$ cat src/rtl/jtpinpon_romslot.sv
// jtpinpon_romslot: single-word cached ROM responder fetching 16-bit words from SDRAM
module jtpinpon_romslot #(
    parameter int          AW     = 13,
    parameter logic [21:0] OFFSET = 22'h0
) (
    input  logic          clk,
    input  logic          rst_n,
    input  logic          downloading,
    input  logic [AW-1:0] addr,
    input  logic          cs,
    output logic          ok,
    output logic [7:0]    dout,
    output logic [21:0]   sdram_addr,
    output logic          sdram_req,
    input  logic          sdram_ack,
    input  logic          data_dst,
    input  logic          data_rdy,
    input  logic [15:0]   sdram_data
);
    typedef enum logic [1:0] {ST_IDLE, ST_REQ, ST_WAIT} state_t;

    state_t        st, st_nx;
    logic          valid, hit, start, fill;
    logic [AW-2:0] tag, req_addr;
    logic [15:0]   data;

    assign hit  = valid && tag == addr[AW-1:1];
    assign ok   = cs && hit && !downloading;
    assign dout = addr[0] ? data[15:8] : data[7:0];

    // next state: a started fetch always runs to completion regardless of cs/addr
    always_comb begin
        st_nx = st;
        start = 1'b0;
        fill  = 1'b0;
        case (st)
            ST_IDLE: if (cs && !hit && !downloading) begin
                start = 1'b1;
                st_nx = ST_REQ;
            end
            ST_REQ:  if (sdram_ack) st_nx = ST_WAIT;
            ST_WAIT: if (data_dst && data_rdy) begin
                fill  = 1'b1;
                st_nx = ST_IDLE;
            end
            default: st_nx = ST_IDLE;
        endcase
    end

    // state register
    always_ff @(posedge clk or negedge rst_n)
        if (!rst_n) st <= ST_IDLE;
        else        st <= st_nx;

    // request side: latch the word address and hold req until the arbiter accepts
    always_ff @(posedge clk or negedge rst_n)
        if (!rst_n) begin
            req_addr   <= '0;
            sdram_addr <= '0;
            sdram_req  <= 1'b0;
        end else if (start) begin
            req_addr   <= addr[AW-1:1];
            sdram_addr <= OFFSET + 22'(addr[AW-1:1]);
            sdram_req  <= 1'b1;
        end else if (st == ST_REQ && sdram_ack) begin
            sdram_req  <= 1'b0;
        end

    // cache entry: downloads invalidate continuously, so a fill during one stays invalid
    always_ff @(posedge clk or negedge rst_n)
        if (!rst_n) begin
            valid <= 1'b0;
            tag   <= '0;
            data  <= '0;
        end else begin
            if (fill) begin
                tag  <= req_addr;
                data <= sdram_data;
            end
            valid <= downloading ? 1'b0 : (fill ? 1'b1 : valid);
        end
endmodule

$ cat config.mk
export PLATFORM = sky130hd
export DESIGN_NAME = jtpinpon_romslot
export DESIGN_NICKNAME = d
export VERILOG_FILES = /design/src/rtl/jtpinpon_romslot.sv
export SDC_FILE = /design/constraint.sdc
export NUM_CORES = 1
export LEC_CHECK = 0
export BUFFER_PORTS_ARGS = -buffer_cell sky130_fd_sc_hd__buf_2
export CORE_UTILIZATION = 25
export CTS_CLUSTER_SIZE = 12
export DETAILED_ROUTE_END_ITERATION = 7
export HOLD_SLACK_MARGIN = 0.05
export PLACE_DENSITY_LB_ADDON = 0.1
export REMOVE_ABC_BUFFERS = 1
export SKIP_CTS_REPAIR_TIMING = 1
export SLEW_MARGIN = 20
export SYNTH_ARGS = -nofsm -noshare
export SYNTH_HDL_FRONTEND = slang
export SYNTH_SLANG_ARGS = --single-unit
$ cat constraint.sdc
create_clock -name clk -period 4 [get_ports clk]
set_input_delay 0.2 -clock clk [delete_from_list [all_inputs] [get_ports clk]]
set_output_delay 0.2 -clock clk [all_outputs]
set_load 0.05 [all_outputs]
==> results.md <==
* Outcome: completed
* CP Max Fanout at 2
* Total power at 2.079 mW
* Hold_ws at 0.1140 ns
* Syn avg cell area at 13.86 sq um
* Finish-stage setup viols at 0
* Period utilization at 57.31%
* Final #Nets at 241
* Worst Hold Class: in -> reg
* Final hold violations at 0
* Post-synthesis cell type count at 23
* Worst Tran Pin Value at 0.5671 ns
* Clock sinks at 44
* Initial antenna violation count at 0
* Critical path cell sequence: xor2_1 -> or4_1 -> nor4_1 -> nand4_1 -> nor2_1 -> buf_2
* Max Cap Viol at 0
* Critical path data required time at 3.80 ns
* Slowest cell delay on critical path at 0.51 ns
* Max H-tree Level at 2
* # diodes at 0
* Top delay family on crit path: simple AND/OR/NAND/NOR gates
* Starting Density at 25.83%
* Vias in the first global route at 1335
* Part of the power in the clock network at 16.8%
* Final ANT Viol Nets at 0
* Critical path buffer and inverter count at 1
* Clock Latency Late Sink at 0.30 ns
* Grt ovf at 0
* Type of the worst setup path: reg -> out
* Cells after Synth at 144
* Commonest non-fill, non-tap cells in the layout: 56 x buf_2, 48 x mux2_2, 44 x dfrtp_1
* Setup TNS at 0 ns
* First-pass GRT wire length at 6548 um
* Drt wl/cell at 13.13 um
* Largest cells by area after synthesis: dfrtp_1 55%, mux2_2 27%, xor2_1 4.8%, buf_4 3.8%, nor4_1 0.94%
* Die span in y at 91.35 um
* DR vias/cell at 4.188
* Register bit count reported by yosys at 44
* Fraction of layout cells with a size suffix above 1 at 56.31%
* Yosys warns at 0
* Final Wtd Congestion at 0.8068
* Initial DRC count at 13
* Clock buffers created by TritonCTS at 5
* Pin count of the biggest net entering global routing at 45
* Pwr/cell area at 837.3 nW/um^2
* Clock Tree Buf Depth at 2
* Most common cell after layout, fill and taps aside: buf_2
* Core Box Area at 7727 sq um
* # port buffers at 57
* Sequential power share at 37.9%
* Unrepaired setup endpoints after global routing: no
* Pint at 1.180 mW
* Yosys top cell by area: dfrtp_1
* VDD IR-drop max at 306.3 uV
* Post-synth top area share at 55.17%
* P_leak at 1.164 nW
* Clock skew at 0.01180 ns
* Post-DP HPWL at 2979 um
* Sequential share of the synthesized area at 55.17%
* Die Area at 8344 sq um
* Worst-path clk slew at 0.10 ns
* DRC viols at 0
* Worst path slowest cell: or4_1
* Crit path capture type: output port
* Switching power at 898.9 uW
* Total track usage at 10.21%
* TritonCTS clock tree: built
* Worst rel slew slack at 62.19%
* Vias at 1290
* Fmax at 0.4362 GHz
* Startpoint Class: flip-flop
* Root buffer cell: clkbuf_8
* Top Ports at 68
* Post-route minimum period at 2.292 ns
* # rows at 32
* Final wirelength at 4044 um
* Syn-to-layout area delta at 24.39%
* Sw Ratio at 43.24%
* Fin. max-slew vios at 0
* Chip width at 91.35 um
* Post-Syn Area at 1996 sq um
* WP data arrival at 2.09 ns
* Drt pass-1 iters at 4
* Comb pwr share at 45.3%
* Fin util at 32.12%
==> power groups by stage <==
stage | Clock [mW] | Combinational [mW] | Sequential, mW
after detailed placement | 0 | 0.953 | 0.801
after CTS | 0.366 | 0.956 | 0.790
after global routing | 0.385 | 1.00 | 0.818
after floorplan | 0 | 0.517 | 1.00
after global placement | 0 | 0.941 | 0.778
final | 0.349 | 0.942 | 0.788
==> Yosys cell counts <==
cell type and number:
nor3_1 2, nand2_1 4, nand4_1 2, nand2_2 1
clkbuf_1 1, mux2_2 48, a21oi_1 1, nand4b_1 1
xnor2_1 1, buf_6 1, nand2b_1 2, xor2_1 11
buf_2 3, nand3b_1 1, inv_1 1, conb_1 1
nor4_1 3, nor4b_2 1, nor2_1 2, buf_4 10
dfrtp_1 44, or4_1 1, o21ai_0 2
==> final timing paths <==
kind                            cells past startpoint  slack (ns)  startpoint            end
worst min-delay path                                2        0.11   sdram_ack          st[0]
max in group asynchronous                           2        3.18       rst_n        data[2]
worst max register to register                      5        2.20      tag[1]  sdram_addr[9]
min in group asynchronous                           2        0.43       rst_n          valid
worst min register to register                      2        0.50   sdram_req      sdram_req
worst max-delay path                                6        1.71      tag[6]             ok
==> registers in the layout (all words and copies together), names as in the netlist <==
name and flops:
data 16, sdram_addr 12, tag 12, st 2
sdram_req 1, valid 1
==> worst reg2reg max path, delay by kind of cell (launching register included) <==
| kind | cells | cell delay (ns) |
|---|---|---|
| AND/OR/NAND/NOR | 3 | 0.75 |
| multiplexers | 1 | 0.39 |
| XOR/XNOR | 1 | 0.16 |
| flip-flops | 1 | 0.39 |
==> layout make-up <==
type | count | area [sq um]
repair buffers | 60 | 315.3
flip-flops and latches | 44 | 1101
clock buffers | 5 | 68.82
multi-input cells | 93 | 819.5
fillers | 791 | 5245
inverters | 1 | 3.754
clock inverters | 3 | 46.29
well taps | 102 | 127.6
==> stage by stage <==
stage / setup WS (ns) / cell area, sq um / std cells
floorplan: 1.846 / 1924 / 138
global placement: 2.034 / 2345 / 298
detailed placement: 2.025 / 2345 / 298
CTS: 1.684 / 2460 / 306
global route: 1.555 / 2482 / 308
finish: 1.708 / 2482 / 308
==> per-layer routing <==
metal  GRT usage, %  share of wire [%]  routed length, um  up-vias
li1               -                  -                  -      605
met1          12.16                 42               1691      631
met2          16.41                 48               1959       47
met3          4.690                8.7                350        7
met4          3.175                1.1                 43        0
met5              0                  0                  0        -
==> kinds of logic (layout without fill, tap and decap cells) <==
| group | after synthesis | in the layout | synth area share, % |
|---|---|---|---|
| muxes | 48 | 48 | 27.08 |
| other | 1 | 10 | 0.1879 |
| and+or+nand+nor | 20 | 20 | 6.082 |
| buffers and inverters | 16 | 69 | 5.454 |
| DFF | 44 | 44 | 55.17 |
| AOI/OAI and AO/OA | 3 | 3 | 0.7521 |
| xor gates and xnor gates | 12 | 12 | 5.266 |
(Power assumes the default switching activity.)
